--- src/rtl/vga_fb_arbiter.sv ---
// Frame-buffer arbiter: shares one single-port RAM between a video line-prefetch
// reader (fixed-length bursts) and a pixel-sensor writer (single words).
//
// state | meaning
// ------+----------------------------------------------------------------
// IDLE  | no RAM access; arbitrate between sensor and video requests
// VID   | video burst in progress, one read per cycle, BURST beats
// SEN   | single sensor write cycle, ack pulsed
module vga_fb_arbiter #(
    parameter int ADDR_W   = 10,
    parameter int DATA_W   = 16,
    parameter int BURST    = 8,
    parameter int MAX_WAIT = 16
) (
    input  logic              i_clk_pixel,
    input  logic              i_rst_n,
    input  logic              i_vid_req,
    input  logic [ADDR_W-1:0] i_vid_addr,
    output logic              o_vid_ack,
    output logic              o_vid_rvalid,
    output logic              o_vid_rlast,
    output logic [DATA_W-1:0] o_vid_rdata,
    input  logic              i_sen_req,
    input  logic [ADDR_W-1:0] i_sen_addr,
    input  logic [DATA_W-1:0] i_sen_wdata,
    output logic              o_sen_ack,
    output logic              o_mem_en,
    output logic              o_mem_we,
    output logic [ADDR_W-1:0] o_mem_addr,
    output logic [DATA_W-1:0] o_mem_wdata,
    input  logic [DATA_W-1:0] i_mem_rdata
);

    typedef enum logic [1:0] {
        IDLE = 2'd0,
        VID  = 2'd1,
        SEN  = 2'd2
    } state_t;

    localparam int                BEAT_W    = (BURST > 2) ? $clog2(BURST) : 1;
    localparam logic [BEAT_W-1:0] LAST_BEAT = BEAT_W'(BURST - 1);
    localparam logic [7:0]        WAIT_LIM  = 8'(MAX_WAIT);

    state_t            state, state_nx;
    logic [BEAT_W-1:0] beat, beat_nx;
    logic [ADDR_W-1:0] base, base_nx;
    logic [7:0]        wait_cnt, wait_cnt_nx;
    logic              arb_rdy;

    logic              idle_arb, grant_sen, grant_vid;
    logic              mem_en_nx, mem_we_nx, vid_ack_nx, sen_ack_nx;
    logic              rvalid_nx, rlast_nx;
    logic [ADDR_W-1:0] mem_addr_nx;
    logic [DATA_W-1:0] mem_wdata_nx;

    // Arbitration: a starved sensor beats video, otherwise video has priority.
    // arb_rdy holds off the first grant for one edge after reset release.
    assign idle_arb  = (state == IDLE) && arb_rdy;
    assign grant_sen = idle_arb && i_sen_req && ((wait_cnt >= WAIT_LIM) || !i_vid_req);
    assign grant_vid = idle_arb && i_vid_req && !grant_sen;

    // Read data is passed straight through from the RAM, gated by rvalid.
    assign o_vid_rdata = o_vid_rvalid ? i_mem_rdata : '0;

    // Next-state and next-output logic; outputs are registered below.
    always_comb begin
        state_nx     = state;
        beat_nx      = beat;
        base_nx      = base;
        mem_en_nx    = 1'b0;
        mem_we_nx    = 1'b0;
        mem_addr_nx  = o_mem_addr;
        mem_wdata_nx = o_mem_wdata;
        vid_ack_nx   = 1'b0;
        sen_ack_nx   = 1'b0;
        rvalid_nx    = (state == VID);
        rlast_nx     = (state == VID) && (beat == LAST_BEAT);
        case (state)
            IDLE: begin
                if (grant_sen) begin
                    state_nx     = SEN;
                    mem_en_nx    = 1'b1;
                    mem_we_nx    = 1'b1;
                    mem_addr_nx  = i_sen_addr;
                    mem_wdata_nx = i_sen_wdata;
                    sen_ack_nx   = 1'b1;
                end else if (grant_vid) begin
                    state_nx    = VID;
                    base_nx     = i_vid_addr;
                    beat_nx     = '0;
                    mem_en_nx   = 1'b1;
                    mem_addr_nx = i_vid_addr;
                    vid_ack_nx  = 1'b1;
                end
            end
            VID: begin
                if (beat == LAST_BEAT) begin
                    state_nx = IDLE;
                    beat_nx  = '0;
                end else begin
                    beat_nx     = beat + BEAT_W'(1);
                    mem_en_nx   = 1'b1;
                    mem_addr_nx = base + ADDR_W'(beat_nx);
                end
            end
            SEN: begin
                state_nx = IDLE;
            end
            default: begin
                state_nx = IDLE;
                beat_nx  = '0;
            end
        endcase
    end

    // Sensor starvation counter: counts cycles the sensor waits, saturating.
    always_comb begin
        wait_cnt_nx = wait_cnt;
        if (!i_sen_req || grant_sen || (state == SEN)) begin
            wait_cnt_nx = '0;
        end else if (wait_cnt != 8'hFF) begin
            wait_cnt_nx = wait_cnt + 8'd1;
        end
    end

    // State register and internal counters.
    always_ff @(posedge i_clk_pixel or negedge i_rst_n) begin
        if (!i_rst_n) begin
            state    <= IDLE;
            beat     <= '0;
            base     <= '0;
            wait_cnt <= '0;
            arb_rdy  <= 1'b0;
        end else begin
            state    <= state_nx;
            beat     <= beat_nx;
            base     <= base_nx;
            wait_cnt <= wait_cnt_nx;
            arb_rdy  <= 1'b1;
        end
    end

    // Registered outputs.
    always_ff @(posedge i_clk_pixel or negedge i_rst_n) begin
        if (!i_rst_n) begin
            o_vid_ack    <= 1'b0;
            o_vid_rvalid <= 1'b0;
            o_vid_rlast  <= 1'b0;
            o_sen_ack    <= 1'b0;
            o_mem_en     <= 1'b0;
            o_mem_we     <= 1'b0;
            o_mem_addr   <= '0;
            o_mem_wdata  <= '0;
        end else begin
            o_vid_ack    <= vid_ack_nx;
            o_vid_rvalid <= rvalid_nx;
            o_vid_rlast  <= rlast_nx;
            o_sen_ack    <= sen_ack_nx;
            o_mem_en     <= mem_en_nx;
            o_mem_we     <= mem_we_nx;
            o_mem_addr   <= mem_addr_nx;
            o_mem_wdata  <= mem_wdata_nx;
        end
    end

endmodule

--- config.mk ---
export PLATFORM = sky130hd
export DESIGN_NAME = vga_fb_arbiter
export DESIGN_NICKNAME = d
export VERILOG_FILES = /design/src/rtl/vga_fb_arbiter.sv
export SDC_FILE = /design/constraint.sdc
export NUM_CORES = 1
export LEC_CHECK = 0
export CORE_MARGIN = 8
export CORE_UTILIZATION = 30
export CTS_CLUSTER_DIAMETER = 80
export CTS_CLUSTER_SIZE = 8
export DETAILED_ROUTE_END_ITERATION = 8
export SLEW_MARGIN = 20
export SYNTH_ARGS = -nofsm -noshare
export SYNTH_HDL_FRONTEND = slang
export SYNTH_SLANG_ARGS = --single-unit
--- constraint.sdc ---
create_clock -name i_clk_pixel -period 2.6 [get_ports i_clk_pixel]
set_input_delay 0.26 -clock i_clk_pixel [delete_from_list [all_inputs] [get_ports i_clk_pixel]]
set_output_delay 0.26 -clock i_clk_pixel [all_outputs]
set_load 0.1 [all_outputs]
==> results of run 1 <==
[logic make-up after synthesis]
logic type / count (synthesis) / share of synthesized area, %
simple gates: 122 / 21.2
flops: 55 / 50.6
compound gates: 37 / 9.10
buf+inv: 23 / 3.95
mux: 18 / 7.22
xor+xnor: 12 / 3.86
fa+ha+maj: 8 / 3.95
other cells: 1 / 0.138
[state kept, by name, indices dropped and copies added, names as in the netlist]
| register | cells |
|---|---|
| o_mem_wdata | 16 |
| base | 10 |
| o_mem_addr | 10 |
| wait_cnt | 8 |
| beat | 3 |
| state | 2 |
| arb_rdy | 1 |
| o_mem_en | 1 |
| o_mem_we | 1 |
| o_vid_ack | 1 |
| o_vid_rlast | 1 |
| o_vid_rvalid | 1 |
[area by class of cell]
cell class,count,area [sq um]
clock buffer,6,72.6
clock inverter,2,12.5
fill,874,4930
inverter,11,41.3
multi-input combinational,198,1240
sequential,55,1380
tap,108,135
timing repair buffer,109,953
[cells in the mapped netlist (2+ instances only)]
cell type / n / area (sq um)
nand2_1: 66 / 248
nand3_1: 7 / 35.0
nand4_1: 3 / 18.8
mux2i_1: 5 / 50.1
a21o_1: 2 / 15.0
and4_1: 2 / 17.5
o21ai_1: 2 / 10.0
a21oi_1: 12 / 60.1
inv_1: 9 / 33.8
buf_2: 5 / 25.0
xor2_1: 7 / 61.3
clkbuf_1: 3 / 11.3
ha_1: 7 / 87.6
xnor2_1: 5 / 43.8
dfrtp_1: 55 / 1380
nor3_1: 2 / 10.0
a22o_1: 8 / 70.1
buf_4: 2 / 15.0
nand2b_1: 5 / 31.3
nor2_1: 11 / 41.3
and2_1: 20 / 125
o21ai_0: 6 / 30.0
mux2_2: 12 / 135
[worst max-delay path, stage by stage (launching register included)]
cell	delay, ns
dfrtp_1	0.39
ha_1	0.20
ha_1	0.30
ha_1	0.34
a21oi_1	0.24
and2_1	0.22
xor2_1	0.16
mux2i_1	0.09
mux2_2	0.27
[worst paths after layout]
kind / depth (start not counted) / endpoint / from / slack (ns)
setup / recovery: 8 / o_mem_addr[3]$_DFFE_PN0P_ / beat[0]$_DFFE_PN0P_ / 0.28
hold / removal: 3 / o_mem_wdata[0]$_DFFE_PN0P_ / i_sen_wdata[0] / 0.47
setup reg to reg: 8 / o_mem_addr[3]$_DFFE_PN0P_ / beat[0]$_DFFE_PN0P_ / 0.28
hold reg to reg: 2 / o_mem_wdata[3]$_DFFE_PN0P_ / o_mem_wdata[3]$_DFFE_PN0P_ / 0.48
max in group asynchronous: 3 / o_mem_addr[0]$_DFFE_PN0P_ / i_rst_n / 1.35
min in group asynchronous: 2 / o_mem_wdata[0]$_DFFE_PN0P_ / i_rst_n / 0.50
[per-stage QoR]
| stage | cell area (sq um) | setup WS [ns] | hold WS, ns | std cells | utilization, % |
|---|---|---|---|---|---|
| after CTS | 3830 | 0.280 | 0.458 | 489 | 43.7 |
| final | 3830 | 0.284 | 0.473 | 489 | 43.7 |
| after global placement | 3730 | 0.285 | 0.326 | 480 | 42.6 |
| after detailed placement | 3730 | 0.226 | 0.323 | 480 | 42.6 |
| after global routing | 3830 | 0.168 | 0.452 | 489 | 43.7 |
| after floorplan | 2720 | 0.346 | -0.0356 | 276 | - |
[per-layer routing]
layer,global-route usage (%),wire length [um]
met1,15.5,3360
met3,3.84,474
met2,18.8,3370
met4,3.02,68
met5,0,0
==> flow_summary.yaml, run 1 <==
synth:
  syn_area_sq_mm: 0.00272
  ys_seq_elements: 55
  ys_types: 43
  synth_nets: 340
  async_flop_share_pct: 100
  yosysSeqAreaShare_pct: 50.6
  avgSynthCellArea_sq_um: 9.86
  yosys_warnings: 0
  synth_cells: 276
  synth_ff_type: "dfrtp_1"
  synth_edf_count: 0
timing:
  fmax_mhz: 432
  min_period_ns: 2.32
  hold_viol_final: 0
  final_max_slew_viol_count: 0
  worst-slew-pin-transition_ns: 0.610
  max-slew-margin-rel_pct: 59.3
  rsz0062_at_grt: "false"
  fin_skew_ns: 0.00496
  finalSetupTns_ns: 0
  setup_viol: 0
  period_share_pct: 89.1
clocking:
  cts_tree: "done"
  clockBufferDepth: 2
  cts_hold_buf: 1
  clk_pin_slew_worst_paths_ns: 0.10
  h-tree-depth: 2
  cts.sinks: 55
  clkLatencyLatePin_ns: 0.30
  cts_resized: 0
  cts-root-buf: "clkbuf_8"
  cts-buffers-inserted: 5
  post_cts.repair.setup_buffers: 0
detailed_routing:
  routed_wl_mm: 7.27
  drc: 0
  viasPerCell: 4.60
  drtIter0Drc: 100
  wire_per_inst_um: 14.9
  antenna_left: 0
  vias: 2251
  first_pass_iters: 4
placed_design:
  dp_hpwl_mm: 5.63
  gp_congestion: 0.741
  port_buffers: 103
global_route:
  grt_max_degree: 28
  grt-ovfl-total: 0
  grt_pass1_wl_mm: 12.3
  track_usage_pct: 12.0
  antenna_found_initial: 0
  grt_pass1_vias: 2430
final_layout:
  syn2layout_area_growth_pct: 40.7
  antennaDiodeCount: 0
  layout_commonest_cell: "nand2_1"
  final_cell_mix: "66 x nand2_1, 55 x dfrtp_1, 54 x clkdlybuf4s50_1"
  layout-drive-gt1-share_pct: 20.2
  fin_nets: 444
worst_setup_path:
  cp-end-kind: "register"
  cp.required_ns: 2.80
  critPathKind: "register to register"
  crit_arrival_ns: 2.52
  path_max_fanout: 4
  start_kind: "register"
floorplan:
  start_util_pct: 31.1
  core_area_sq_mm: 0.00876
  die_h_um: 111
  die-area_sq_mm: 0.0124
  die_x_um: 111
  rows: 34
  ios: 104
run:
  cap_violations: 0
min_path:
  hp-class: "input port to register"
status:
  status: "completed"
Power of run 1 is not shown: default switching activity piles up to over one toggle a cycle in this logic, so the estimate is an artifact.
==> run 2, diff against run 1 <==
- CORE_ASPECT_RATIO: default -> 0.8
- PLACE_DENSITY: default -> 0.69
==> flow_summary.yaml, run 2 (synthesis results as in run 1) <==
final_layout:
  antennaDiodeCount: 0
  reg_top3: "o_mem_wdata: 16 flops, base: 10 flops, o_mem_addr: 10 flops"
  layout.cells.non_filler: 496
  largest-register: "o_mem_wdata"
  syn2layout_area_growth_pct: 44.1
  layout-drive-gt1-share_pct: 20.2
  fillers: 842
  layout_commonest_cell: "nand2_1"
  fin_nets: 444
  stdcell_area_sq_mm: 0.00392
  final_cell_mix: "66 x nand2_1, 55 x dfrtp_1, 54 x clkdlybuf4s50_1"
  largest_register_ffs: 16
worst_setup_path:
  start_kind: "register"
  cp_num_buf_inv: 0
  path_common_cell: "ha_1"
  rrSetupSlack_ns: 0.29
  crit_arrival_ns: 2.49
  cp.required_ns: 2.78
  rr_endpoint: "o_mem_addr[3]$_DFFE_PN0P_"
  cp_slowest_cell: "dfrtp_1"
  cp_cell_sequence: "ha_1, ha_1, ha_1, a21oi_1, and2_1, xor2_1, mux2i_1, mux2_2"
  cp-end-kind: "register"
  reg2regPathDepth: 8
  path_max_fanout: 4
  reg2reg_from: "beat[1]$_DFFE_PN0P_"
  cp_top_family: "adder cells"
  cp_slowest_stage_delay_ns: 0.40
  critPathKind: "register to register"
clocking:
  cts-buffers-inserted: 5
  h-tree-depth: 2
  cts_hold_buf: 1
  clk_pin_slew_worst_paths_ns: 0.07
  clkLatencyLatePin_ns: 0.29
  cts-root-buf: "clkbuf_16"
  cts_tree: "done"
  cts.sinks: 55
  post_cts.repair.setup_buffers: 0
  cts_resized: 0
  clockBufferDepth: 2
min_path:
  hold_start: "o_mem_wdata[12]$_DFFE_PN0P_"
  hp-class: "register to register"
  holdPathStages: 2
  hold_path_end: "o_mem_wdata[12]$_DFFE_PN0P_"
placed_design:
  dp_hpwl_mm: 5.53
  place_ws_ns: 0.220
  dpl_cell_area_sq_mm: 0.00376
  gp_congestion: 0.806
  place_inst: 487
  port_buffers: 103
detailed_routing:
  first_pass_iters: 4
  antenna_left: 0
  wire_per_inst_um: 14.8
  drc: 0
  drtIter0Drc: 76
  viasPerCell: 4.55
  vias: 2258
  routed_wl_mm: 7.33
timing:
  final_max_slew_viol_count: 0
  rsz0062_at_grt: "false"
  min_period_ns: 2.31
  setup_slack_ns: 0.289
  fin_skew_ns: 0.00618
  max-slew-margin-rel_pct: 66.5
  worst-slew-pin-transition_ns: 0.500
  hold_viol_final: 0
  finalSetupTns_ns: 0
  fmax_mhz: 433
  period_share_pct: 88.9
  setup_viol: 0
status:
  status: "completed"
global_route:
  antenna_found_initial: 0
  grt_max_degree: 56
  track_usage_pct: 12.0
  grt-ovfl-total: 0
  grt_pass1_wl_mm: 12.0
  grt_pass1_vias: 2355
run:
  cap_violations: 0
floorplan:
  die_x_um: 123
  start_util_pct: 30.5
  die-area_sq_mm: 0.0124
  rows: 31
  core_area_sq_mm: 0.00892
  ios: 104
  die_h_um: 101
run 2: stage by stage:
stage / hold WS (ns) / utilization, %
2_1_floorplan: -0.0356 / -
3_3_place_gp: 0.284 / 42.1
3_5_place_dp: 0.296 / 42.1
4_1_cts: 0.485 / 44.0
5_1_grt: 0.513 / 44.0
6_report: 0.483 / 44.0
run 2: cell type report:
cell class / count / area [sq um] / share of cell area, %
timing repair buffer: 109 / 966 / 24.6
sequential: 55 / 1380 / 35.1
multi-input combinational: 198 / 1240 / 31.6
inverter: 11 / 41.3 / 1.05
clock buffer: 8 / 156 / 3.99
tap: 115 / 144 / 3.67
run 2: metal layers:
| layer | GRT usage [%] | part of all wire, % | up-vias |
|---|---|---|---|
| li1 | - | - | 1122 |
| met4 | 4.02 | 1.0 | 0 |
| met3 | 3.01 | 6.8 | 5 |
| met1 | 14.9 | 45 | 1060 |
| met2 | 19.8 | 47 | 71 |
| met5 | 0 | 0 | - |
run 2: worst max-delay path by stage:
stage	from	slack, ns	to	cells after the start
global placement	i_vid_req	0.29	o_mem_addr[3]$_DFFE_PN0P_	7
CTS	beat[1]$_DFFE_PN0P_	0.31	o_mem_addr[3]$_DFFE_PN0P_	8
global route	beat[1]$_DFFE_PN0P_	0.19	o_mem_addr[3]$_DFFE_PN0P_	8
floorplan	o_vid_rvalid$_DFF_PN0_	0.35	o_vid_rdata[10]	2
finish	beat[1]$_DFFE_PN0P_	0.29	o_mem_addr[3]$_DFFE_PN0P_	8
detailed placement	i_vid_req	0.22	o_mem_addr[3]$_DFFE_PN0P_	7
run 2: worst register-to-register path, stage by stage (launching register included):
cell and delay, ns:
dfrtp_1 0.40, ha_1 0.19, ha_1 0.30, ha_1 0.34
a21oi_1 0.24, and2_1 0.22, xor2_1 0.16, mux2i_1 0.08
mux2_2 0.27
Power of run 2 is left out for the same reason.
==> run 3, diff against run 2 <==
- PLACE_DENSITY: 0.69 -> 0.72
- clock period: 2.6 -> 2 ns (I/O delays scaled with it)
==> flow_summary.yaml, run 3 (synthesis results as in run 1) <==
placed_design:
  place_inst: 501
  gp_congestion: 0.804
  dp_hpwl_mm: 6.04
  place_ws_ns: -0.200
  port_buffers: 103
final_layout:
  final_cell_mix: "66 x nand2_1, 55 x dfrtp_1, 54 x clkdlybuf4s50_1"
  syn2layout_area_growth_pct: 60.1
  layout.cells.non_filler: 511
  layout-drive-gt1-share_pct: 30.3
  largest-register: "o_mem_wdata"
  reg_top3: "o_mem_wdata: 16 flops, base: 10 flops, o_mem_addr: 10 flops"
  layout_commonest_cell: "nand2_1"
  fin_nets: 459
  largest_register_ffs: 16
  antennaDiodeCount: 0
floorplan:
  die-area_sq_mm: 0.0124
  die_x_um: 123
  ios: 104
  start_util_pct: 30.5
  rows: 31
  core_area_sq_mm: 0.00892
  die_h_um: 101
timing:
  fin_skew_ns: 0.00497
  setup_viol: 1
  hold_viol_final: 0
  rsz0062_at_grt: "true"
  finalSetupTns_ns: -0.0286
  period_share_pct: 101
  setup_slack_ns: -0.0286
  fmax_mhz: 493
  final_max_slew_viol_count: 0
  hold_slack_ns: 0.290
  min_period_ns: 2.03
clocking:
  cts-root-buf: "clkbuf_16"
  cts.sinks: 55
  clk_pin_slew_worst_paths_ns: 0.07
  cts_tree: "done"
  h-tree-depth: 2
  clockBufferDepth: 2
  cts-buffers-inserted: 5
  clkLatencyLatePin_ns: 0.29
global_route:
  grt-ovfl-total: 0
  antenna_found_initial: 0
  grt_pass1_wl_mm: 12.3
  track_usage_pct: 12.2
  grt_max_degree: 31
  grt_pass1_vias: 2485
worst_setup_path:
  cp-end-kind: "register"
  crit_arrival_ns: 2.20
  start_kind: "register"
  critPathKind: "register to register"
  path_max_fanout: 4
  cp.required_ns: 2.18
detailed_routing:
  wire_per_inst_um: 15.0
  routed_wl_mm: 7.64
  vias: 2377
  first_pass_iters: 4
  drtIter0Drc: 72
  viasPerCell: 4.65
  drc: 0
  antenna_left: 0
status:
  violations: "setup timing"
  status: "finished, violations left"
run:
  cap_violations: 0
min_path:
  hp-class: "input port to async pin"
[run 3: changes by cell type in the layout (fill, tap and decap cells not counted), sizes merged]
cell    delta
buf       +15
clkbuf     -1
clkinv     +1
[run 3: critical path, cell delays in order, from the launching register on]
cell     delay, ns
dfrtp_1       0.42
ha_4          0.18
ha_4          0.28
ha_4          0.21
a21oi_4       0.14
and2_4        0.17
xor2_1        0.15
mux2i_1       0.10
mux2_4        0.26
[run 3: area by class of cell]
class,count,area [sq um]
flip-flops and latches,55,1380
repair buffers,124,1290
fillers,794,4560
clock buffers,7,133
well taps,115,144
inverters,11,41.3
multi-input cells,198,1370
clock inverters,1,5.00
[run 3: routing by layer]
metal | global-route usage, % | up-vias | part of all wire [%]
met5 | 0 | - | 0
met4 | 3.64 | 0 | 1.2
met3 | 2.67 | 8 | 5.7
met2 | 20.9 | 62 | 49
met1 | 15.0 | 1156 | 44
li1 | - | 1151 | -
[run 3: per-stage QoR]
| step | area, sq um | util (%) |
|---|---|---|
| CTS | 4290 | 48.1 |
| finish | 4360 | 48.9 |
| detailed placement | 4110 | 46.1 |
| global route | 4360 | 48.9 |
| floorplan | 2760 | - |
| global placement | 4110 | 46.1 |
[run 3: worst paths after layout]
kind | startpoint | to | slack, ns | cells past startpoint
worst min-delay path | i_rst_n | o_mem_wdata[6]$_DFFE_PN0P_ | 0.29 | 2
worst min register to register | o_mem_wdata[2]$_DFFE_PN0P_ | o_mem_wdata[2]$_DFFE_PN0P_ | 0.47 | 2
max in group asynchronous | i_rst_n | wait_cnt[5]$_DFFE_PN0P_ | 1.21 | 3
worst max register to register | beat[0]$_DFFE_PN0P_ | o_mem_addr[3]$_DFFE_PN0P_ | -0.03 | 8
min in group i_clk_pixel | i_sen_wdata[6] | o_mem_wdata[6]$_DFFE_PN0P_ | 0.44 | 3
worst max-delay path | beat[0]$_DFFE_PN0P_ | o_mem_addr[3]$_DFFE_PN0P_ | -0.03 | 8
[run 3: what timing repair did]
action                                  CTS  global route
endpoints found under the setup margin    7             8
pin swaps                                 2             5
gates resized for setup                   5            12
hold endpoints to repair                 35             0
hold buffers                              1             0
buffers inserted                          0             1
Power of run 3 is left out for the same reason.
